===== src/rtl/booth_pkg.sv =====
// ============================================================================
// Module      : booth_pkg
// Description : Shared FSM encodings and product-width constants for the
//               Booth multiplier and its downstream accumulator.
// Revision    : 1.0 - initial release
// ============================================================================
`default_nettype none

package booth_pkg;

    typedef logic [1:0] state_t;

    localparam state_t ST_IDLE  = 2'd0;
    localparam state_t ST_ACCUM = 2'd1;
    localparam state_t ST_HOLD  = 2'd2;

    localparam int c_MULTIPLICAND_WIDTH = 8;
    localparam int c_MULTIPLIER_WIDTH   = 8;
    localparam int PROD_WIDTH           = c_MULTIPLICAND_WIDTH + c_MULTIPLIER_WIDTH;

    // Width of the {AC,QR} product for arbitrary operand widths.
    function automatic int prod_width(input int mcand_w, input int mplier_w);
        return mcand_w + mplier_w;
    endfunction

endpackage

`default_nettype wire


===== src/rtl/booth_sat_add.sv =====
// ============================================================================
// Module      : booth_sat_add
// Description : Combinational signed adder with overflow flag. With
//               BOOTH_ACC_SATURATE_EN defined the sum clamps on overflow,
//               otherwise it wraps (two's complement).
// Revision    : 1.0 - initial release
// ============================================================================
`default_nettype none

module booth_sat_add #(
    parameter int WIDTH = 24
) (
    input  logic [WIDTH-1:0] i_a,
    input  logic [WIDTH-1:0] i_b,
    output logic [WIDTH-1:0] o_sum,
    output logic             o_ovf
);

    logic [WIDTH-1:0] w_raw;

    assign w_raw = i_a + i_b;

    // Overflow: operands agree in sign, result does not.
    assign o_ovf = (i_a[WIDTH-1] == i_b[WIDTH-1]) && (w_raw[WIDTH-1] != i_a[WIDTH-1]);

`ifdef BOOTH_ACC_SATURATE_EN
    localparam logic [WIDTH-1:0] c_MAX = {1'b0, {(WIDTH-1){1'b1}}};
    localparam logic [WIDTH-1:0] c_MIN = {1'b1, {(WIDTH-1){1'b0}}};

    assign o_sum = o_ovf ? (i_a[WIDTH-1] ? c_MIN : c_MAX) : w_raw;
`else
    assign o_sum = w_raw;
`endif

endmodule

`default_nettype wire


===== src/rtl/booth_product_accumulator.sv =====
// ============================================================================
// Module      : booth_product_accumulator
// Description : Sums a burst of signed Booth products {AC,QR} into a wide
//               accumulator and presents the result over valid/ready.
//               Optional macro BOOTH_ACC_SATURATE_EN selects saturating adds.
// Revision    : 1.0 - initial release
// ============================================================================
`default_nettype none

module booth_product_accumulator
    import booth_pkg::*;
#(
    parameter int MULTIPLICAND_WIDTH = 8,
    parameter int MULTIPLIER_WIDTH   = 8,
    parameter int ACC_WIDTH          = 24,
    parameter int COUNT_WIDTH        = 8
) (
    input  logic                          clk,
    input  logic                          rst,
    input  logic                          in_valid,
    output logic                          in_ready,
    input  logic [MULTIPLICAND_WIDTH-1:0] ac,
    input  logic [MULTIPLIER_WIDTH-1:0]   qr,
    input  logic                          in_last,
    output logic                          out_valid,
    input  logic                          out_ready,
    output logic [ACC_WIDTH-1:0]          out_acc,
    output logic [COUNT_WIDTH-1:0]        out_count,
    output logic                          out_overflow
);

    localparam int c_PROD_WIDTH = prod_width(MULTIPLICAND_WIDTH, MULTIPLIER_WIDTH);
    localparam logic [COUNT_WIDTH-1:0] c_COUNT_ONE = COUNT_WIDTH'(1);

    state_t                  r_state;
    state_t                  w_state_next;
    logic                    w_accepting;
    logic                    w_holding;
    logic                    w_beat;
    logic [c_PROD_WIDTH-1:0] w_prod;
    logic [ACC_WIDTH-1:0]    w_prod_ext;
    logic [ACC_WIDTH-1:0]    w_sum;
    logic                    w_add_ovf;
    logic [ACC_WIDTH-1:0]    r_acc;
    logic [COUNT_WIDTH-1:0]  r_count;
    logic                    r_ovf;

    assign w_prod = {ac, qr};

    generate
        if (ACC_WIDTH > c_PROD_WIDTH) begin : g_sext
            assign w_prod_ext = {{(ACC_WIDTH-c_PROD_WIDTH){w_prod[c_PROD_WIDTH-1]}}, w_prod};
        end else begin : g_same
            assign w_prod_ext = w_prod;
        end
    endgenerate

    booth_sat_add #(
        .WIDTH (ACC_WIDTH)
    ) u_add (
        .i_a   (r_acc),
        .i_b   (w_prod_ext),
        .o_sum (w_sum),
        .o_ovf (w_add_ovf)
    );

    always_comb begin
        w_state_next = r_state;
        w_accepting  = 1'b0;
        w_holding    = 1'b0;
        case (r_state)
            ST_IDLE: begin
                w_accepting = 1'b1;
                if (in_valid) begin
                    w_state_next = in_last ? ST_HOLD : ST_ACCUM;
                end
            end
            ST_ACCUM: begin
                w_accepting = 1'b1;
                if (in_valid && in_last) begin
                    w_state_next = ST_HOLD;
                end
            end
            ST_HOLD: begin
                w_holding = 1'b1;
                if (out_ready) begin
                    w_state_next = ST_IDLE;
                end
            end
            default: w_state_next = ST_IDLE;
        endcase
    end

    // Handshake outputs are forced low while reset is asserted.
    assign in_ready  = w_accepting & ~rst;
    assign out_valid = w_holding & ~rst;
    assign w_beat    = in_valid & w_accepting;

    always_ff @(posedge clk) begin
        if (rst) begin
            r_state <= ST_IDLE;
            r_acc   <= '0;
            r_count <= '0;
            r_ovf   <= 1'b0;
        end else begin
            r_state <= w_state_next;
            if (w_beat) begin
                if (r_state == ST_IDLE) begin
                    r_acc   <= w_prod_ext;
                    r_count <= c_COUNT_ONE;
                    r_ovf   <= 1'b0;
                end else begin
                    r_acc   <= w_sum;
                    r_count <= (r_count == '1) ? r_count : r_count + c_COUNT_ONE;
                    r_ovf   <= r_ovf | w_add_ovf;
                end
            end
        end
    end

    assign out_acc      = r_acc;
    assign out_count    = r_count;
    assign out_overflow = r_ovf;

endmodule

`default_nettype wire


===== config.mk =====
export PLATFORM = sky130hd
export DESIGN_NAME = booth_product_accumulator
export DESIGN_NICKNAME = d
export VERILOG_FILES = /design/src/rtl/booth_pkg.sv /design/src/rtl/booth_sat_add.sv /design/src/rtl/booth_product_accumulator.sv
export SDC_FILE = /design/constraint.sdc
export NUM_CORES = 1
export LEC_CHECK = 0
export ABC_AREA = 1
export BUFFER_PORTS_ARGS = -buffer_cell sky130_fd_sc_hd__buf_2
export CAP_MARGIN = 20
export CORE_AREA = 2 2 80 82
export CTS_CLUSTER_DIAMETER = 200
export DETAILED_ROUTE_END_ITERATION = 16
export DIE_AREA = 0 0 82 84
export PLACE_DENSITY = 0.82
export SLEW_MARGIN = 20
export SYNTH_ARGS = -nofsm -noshare
export SYNTH_HDL_FRONTEND = slang
export SYNTH_SLANG_ARGS = --single-unit

===== constraint.sdc =====
create_clock -name clk -period 2.7 [get_ports clk]
set_clock_uncertainty 0.2 [all_clocks]
set_input_delay 0.135 -clock clk [delete_from_list [all_inputs] [get_ports clk]]
set_output_delay 0.135 -clock clk [all_outputs]
set_load 0.01 [all_outputs]

==> qor.csv, run 1 <==
stage,metric,value,unit
synth,YS warnings,0,
grt,vias in the first global route,3466,
die,Rows,29,
synth,Cells after Synth,567,
grt,initial antenna violation count,0,
synth,Post-synth ARST share,0,%
synth,register area share after synthesis,21.7,%
synth,Yosys top cell area share,21.7,%
setup_path,critical path required time,2.69,ns
power,Reg power frac,28.2,%
clock_network,clock tree buffer depth,2,
sta,Relative slew margins,74.9,%
routing,Starting DRT DRC Count,310,
setup_path,worst-path fanout max,4,
die,Starting Density,53.0,%
sta,Hold Worst Slack,0.0122,ns
sta,final setup TNS,0,ns
synth,top post-synthesis cells by area,"dfxtp_1, nand2_1, inv_1, ha_1, a21oi_1",
synth,Mean Syn Cell Area,5.70,um2
grt,met2 GRT Util,45.8,%
finish,most used cells in the layout excluding fill and tap cells,"nand2_1, inv_1, nor2_1",
synth,synthesis-stage register bit count,35,
routing,via count,3755,
sta,Least-Margin Pin Slew,0.377,ns
sta,post-layout min period,2.28,ns
die,IO Count,56,
clock_network,Num CTS Buffers,5,
sta,highest clock rate,438,MHz
routing,drt via density,5.29,
placed_design,GP Congestion,0.957,
synth,Yosys cell types,30,
power,Lkg Pwr,2.13,nW
die,Die Ht,84,um
power,clock network power share,22.2,%
clock_network,H-tree depth,2,
grt,GR Util met3,3.90,%
finish,Total Nets Final,678,
finish,area added between synthesis and finish,17.2,%
die,placeable core region,6100,um2
setup_path,Worst EP arrival,2.28,ns
min_path,Hold WC Path Type,input port to register,
finish,share of layout cells above drive strength 1,12.0,%
die,Die Wd,82,um
setup_path,CP Launch Type,input port,
job,max_cap viols,0,
power,overall power,2.32,mW
sta,period utilization,84.6,%
routing,DR pass1 iterations,5,
finish,"commonest non-fill, non-tap cell in the layout",nand2_1,
routing,drt wl/cell,12.8,um
synth,"EDFF count, synth",0,
setup_path,Crit. End Element,register,
synth,dominant cell type by area after synthesis,dfxtp_1,
grt,grt ovf,0,
power,Peak supply drop,0.355,mV
clock_network,CTS tree,yes,
sta,# setup viols final,0,
routing,Post-route DRC,0,
run_status,status,completed,
finish,Antenna diodes,0,
clock_network,Clk Tree Root Cell,clkbuf_8,
synth,Synth Flop Type,dfxtp_1,
placed_design,IO Port Bufs,55,
grt,M1 GR Usage,35.1,%
power,switch share,45.2,%
grt,pin count of the biggest net entering global routing,26,
power,Internal,1.27,mW
die,die area,6890,um2
grt,Total Routing Usage GR,27.1,%
routing,drt total wl,9070,um
grt,busiest grt layer,met2,
sta,final hold violation count,0,
power,Comb pwr share,49.7,%
sta,RSZ-0062 raised after global routing,false,
clock_network,clk slew on worst S/H paths,0.09,ns
routing,Routed Antenna Nets,0,
power,PwrDens,612,nW/um2
clock_network,setup bufs post-CTS,0,
setup_path,Crit Path Category,input port to register,
finish,fill count,595,
synth,syn nets,613,
power,Psw,1.05,mW
sta,Slew Limit Fails,0,
clock_network,clock latency on the worst-skew pair,0.31,ns
placed_design,Detail Placement HPWL,6840,um
clock_network,TritonCTS Sinks,35,
grt,first-pass GRT wire length,14900,um
synth,synthesized cell area,3230,um2
## kinds of logic after synthesis
| logic type | count (synthesis) | share of synthesized area, % |
|---|---|---|
| DFF | 35 | 21.7 |
| buffers and inverters | 115 | 13.7 |
| AOI/OAI and AO/OA | 85 | 14.2 |
| and+or+nand+nor | 300 | 38.6 |
| xor gates and xnor gates | 7 | 1.90 |
| adders and majority gates | 25 | 9.92 |
## metrics by stage
stage               worst slack (ns)  util (%)  cells  cell area (um2)
floorplan                      0.672         -    567             3230
global placement               0.661      58.6    692             3570
detailed placement             0.597      58.6    692             3570
CTS                            0.447      62.1    710             3790
global route                   0.243      62.1    710             3790
finish                         0.416      62.1    710             3790
## final timing paths
kind	slack (ns)	cells past startpoint	end	from
setup / recovery	0.42	15	out_acc[16]$_SDFFE_PP0P_	qr[0]
hold reg to reg	0.25	2	out_overflow$_SDFFE_PP0P_	out_overflow$_SDFFE_PP0P_
hold / removal	0.01	5	out_acc[11]$_SDFFE_PP0P_	ac[3]
setup reg to reg	0.45	7	r_state[0]$_SDFFE_PP0P_	r_state[1]$_SDFFE_PP0P_
## repair_timing
action | CTS | global route
hold buffers | 10 | 0
gates resized for setup | 0 | 0
endpoints found under the hold margin | 9 | 0
## metal layers
layer | vias to the layer above | wire [um]
li1 | 1913 | -
met1 | 1713 | 3990
met2 | 113 | 4420
met3 | 16 | 499
met4 | 0 | 155
met5 | - | 0
## power groups by stage
stage	clock network, mW	registers, mW	logic, mW
after floorplan	0	0.685	0.802
after global placement	0	0.658	1.09
after detailed placement	0	0.663	1.12
after CTS	0.512	0.652	1.14
after global routing	0.527	0.663	1.30
final	0.513	0.652	1.15
## worst max-delay path: stages
cell	delay [ns]
dlygate4sd3_1	0.52
buf_2	0.12
ha_1	0.16
inv_1	0.07
fa_1	0.42
inv_2	0.09
nand3_1	0.06
nand3_1	0.16
nand2_1	0.08
nand2_1	0.11
nand3_1	0.11
nand2_1	0.08
nand2_1	0.05
nand3_1	0.06
a21oi_1	0.06
## flip-flops by register name (all words and copies together) (netlist names)
register      count
out_count         8
out_acc          24
r_state           2
out_overflow      1
## cell type report
cell class,instances,area (um2),area share [%]
Clock buffer,5,68.8,1.82
Clock inverter,3,43.8,1.16
Inverter,106,400,10.6
Multi-Input combinational cell,417,2090,55.1
Sequential cell,35,701,18.5
Tap cell,77,96.3,2.54
Timing Repair Buffer,67,390,10.3
## synth_stat cells (3+ instances only)
library cell  count
dfxtp_1          35
clkbuf_1          5
inv_1            97
nand3b_1          4
o21ai_1          13
ha_1             24
xor2_1            5
inv_2             6
o21ai_0          17
a21oi_1          45
nand3_1          43
nand4_1           7
nor2_1           59
nor3_1            3
nand2_1         181
o22ai_1           5
Power figures use the tool's default switching activity.
==> inputs of run 2 (changes only) <==
==> constraint.sdc (replaced) <==
create_clock -name clk -period 2.4 [get_ports clk]
set_clock_uncertainty 0.2 [all_clocks]
set_input_delay 0.12 -clock clk [delete_from_list [all_inputs] [get_ports clk]]
set_output_delay 0.12 -clock clk [all_outputs]
set_load 0.01 [all_outputs]
==> qor.csv, run 2 (synthesized netlist as in run 1, its figures left out) <==
stage,metric,value,unit,change
finish,area added between synthesis and finish,18.1,%,
sta,setup slack after layout,0.171,ns,-0.245 ns
setup_path,critical path required time,2.39,ns,-0.30 ns
setup_path,Crit Path Category,register to register,,
run_status,status,completed,,
finish,most used cells in the layout excluding fill and tap cells,"nand2_1, inv_1, nor2_1",,
sta,final setup TNS,0,ns,unchanged
placed_design,placed insts,693,,+0.14%
routing,DR pass1 iterations,5,,unchanged
finish,"commonest non-fill, non-tap cell in the layout",nand2_1,,
setup_path,Crit. End Element,register,,
finish,Finished Layout Cells,712,,+0.28%
power,Peak supply drop,0.410,mV,+16%
power,Lkg Pwr,2.15,nW,+0.69%
routing,Post-route DRC,0,,unchanged
grt,Total Routing Usage GR,27.0,%,-0.11 points
clock_network,TritonCTS Sinks,35,,unchanged
routing,drt wl/cell,12.6,um,-1.6%
setup_path,"Slowest-stage cell, CP",dlygate4sd3_1,,
clock_network,Clk Tree Root Cell,clkbuf_8,,
clock_network,clock latency on the worst-skew pair,0.30,ns,about the same
finish,fill count,589,,-1.0%
sta,final hold violation count,0,,unchanged
sta,post-layout min period,2.23,ns,
power,PwrDens,682,nW/um2,+11%
clock_network,clock tree buffer depth,2,,unchanged
finish,multi-input logic area,2100,um2,+0.54%
setup_path,CP Cell Sequence,inv_2 -> nand2_4 -> o21bai_1 -> a31o_1 -> o21ai_1 -> nor2_1 -> dlygate4sd3_1,,
setup_path,origin of the worst setup path,r_state[1]$_SDFFE_PP0P_,,
setup_path,Worst EP arrival,2.22,ns,-0.06 ns
clock_network,H-tree depth,2,,unchanged
power,overall power,2.60,mW,+12%
grt,pin count of the biggest net entering global routing,25,,-3.8%
routing,via count,3736,,-0.51%
grt,initial antenna violation count,0,,unchanged
clock_network,CTS tree,yes,,
sta,Relative slew margins,74.8,%,-0.088 points
grt,vias in the first global route,3445,,-0.61%
die,Starting Density,53.0,%,unchanged
grt,grt ovf,0,,unchanged
min_path,hold path start,ac[6],,
sta,Least-Margin Pin Slew,0.378,ns,+0.00132 ns
clock_network,Num CTS Buffers,5,,unchanged
sta,highest clock rate,449,MHz,
setup_path,R2R Path Start,r_state[1]$_SDFFE_PP0P_,,
die,Die Wd,82,um,unchanged
placed_design,IO Port Bufs,55,,unchanged
die,IO Count,56,,unchanged
routing,drt via density,5.25,,-0.79%
placed_design,Detail Placement HPWL,6680,um,-2.3%
placed_design,pre-CTS setup slack,0.285,ns,-0.312 ns
sta,period utilization,92.9,%,
job,max_cap viols,0,,unchanged
routing,drt total wl,8950,um,-1.4%
die,Rows,29,,unchanged
setup_path,"slowest stage delay, CP",0.55,ns,+0.03 ns
sta,Slew Limit Fails,0,,unchanged
finish,register area,701,um2,unchanged
grt,first-pass GRT wire length,15000,um,+0.46%
sta,RSZ-0062 raised after global routing,false,,
clock_network,clk slew on worst S/H paths,0.09,ns,about the same
finish,Antenna diodes,0,,unchanged
sta,# setup viols final,0,,unchanged
routing,Starting DRT DRC Count,191,,-38%
setup_path,worst-path fanout max,22,,+18
die,placeable core region,6100,um2,unchanged
die,Die Ht,84,um,unchanged
finish,Total Nets Final,680,,+0.29%
routing,Routed Antenna Nets,0,,unchanged
setup_path,CP Launch Type,register,,
finish,share of layout cells above drive strength 1,12.6,%,+0.59 points
min_path,Hold WC Path Type,input port to register,,
sta,Hold Worst Slack,0.00979,ns,-0.00236 ns
placed_design,GP Congestion,0.916,,-4.3%
die,die area,6890,um2,unchanged
finish,max reg flops,24,,unchanged
==> run 2: cell count changes in the layout (fill, tap and decap cells not counted), sizes merged <==
cell,before,now
dlygate4sd3,10,11
buf,57,58
==> run 2: per-stage QoR <==
| step | util (%) | area, um2 |
|---|---|---|
| detailed placement | 58.7 | 3580 |
| finish | 62.6 | 3810 |
| global route | 62.6 | 3810 |
| floorplan | - | 3230 |
| CTS | 62.4 | 3800 |
| global placement | 58.7 | 3580 |
==> run 2: critical path, delay by kind of cell (launching register included) <==
kind | cells | cell delay [ns]
AOI/OAI and AO/OA | 3 | 0.45
buffers and inverters | 2 | 0.67
DFF | 1 | 0.47
and+or+nand+nor | 2 | 0.32
==> run 2: power breakdown <==
group	internal (mW)	switching, mW	leakage (nW)	total (mW)
clock	0.310	0.258	0.0581	0.568
combinational	0.463	0.836	1.80	1.30
sequential	0.663	0.0716	0.288	0.735
total	1.44	1.17	2.15	2.60
==> run 2: final cells by class <==
cell class / count / area share, %
Inverter: 106 / 10.5
Timing Repair Buffer: 69 / 10.7
Clock buffer: 5 / 1.80
Tap cell: 77 / 2.53
Multi-Input combinational cell: 417 / 55.0
Sequential cell: 35 / 18.4
Clock inverter: 3 / 1.15
==> run 2: per-layer routing <==
metal / wire length (um) / vias to the layer above / GRT usage, %
met3: 429 / 13 / 4.00
met1: 4030 / 1699 / 35.7
met2: 4350 / 99 / 44.8
met4: 138 / 0 / 8.18
met5: 0 / - / 0
li1: - / 1925 / -
==> run 2: path summary, 6_finish.rpt <==
check,to,slack (ns),cells after the start
hold / removal,out_acc[14]$_SDFFE_PP0P_,0.01,5
setup / recovery,r_state[0]$_SDFFE_PP0P_,0.17,7
setup reg to reg,r_state[0]$_SDFFE_PP0P_,0.17,7
hold reg to reg,out_overflow$_SDFFE_PP0P_,0.26,2
==> run 2: timing repair <==
item	4_1_cts	5_1_grt
endpoints found under the hold margin	10	0
setup buffers	0	0
resized for setup	0	3
setup endpoints to repair	0	1
hold buffers	11	0
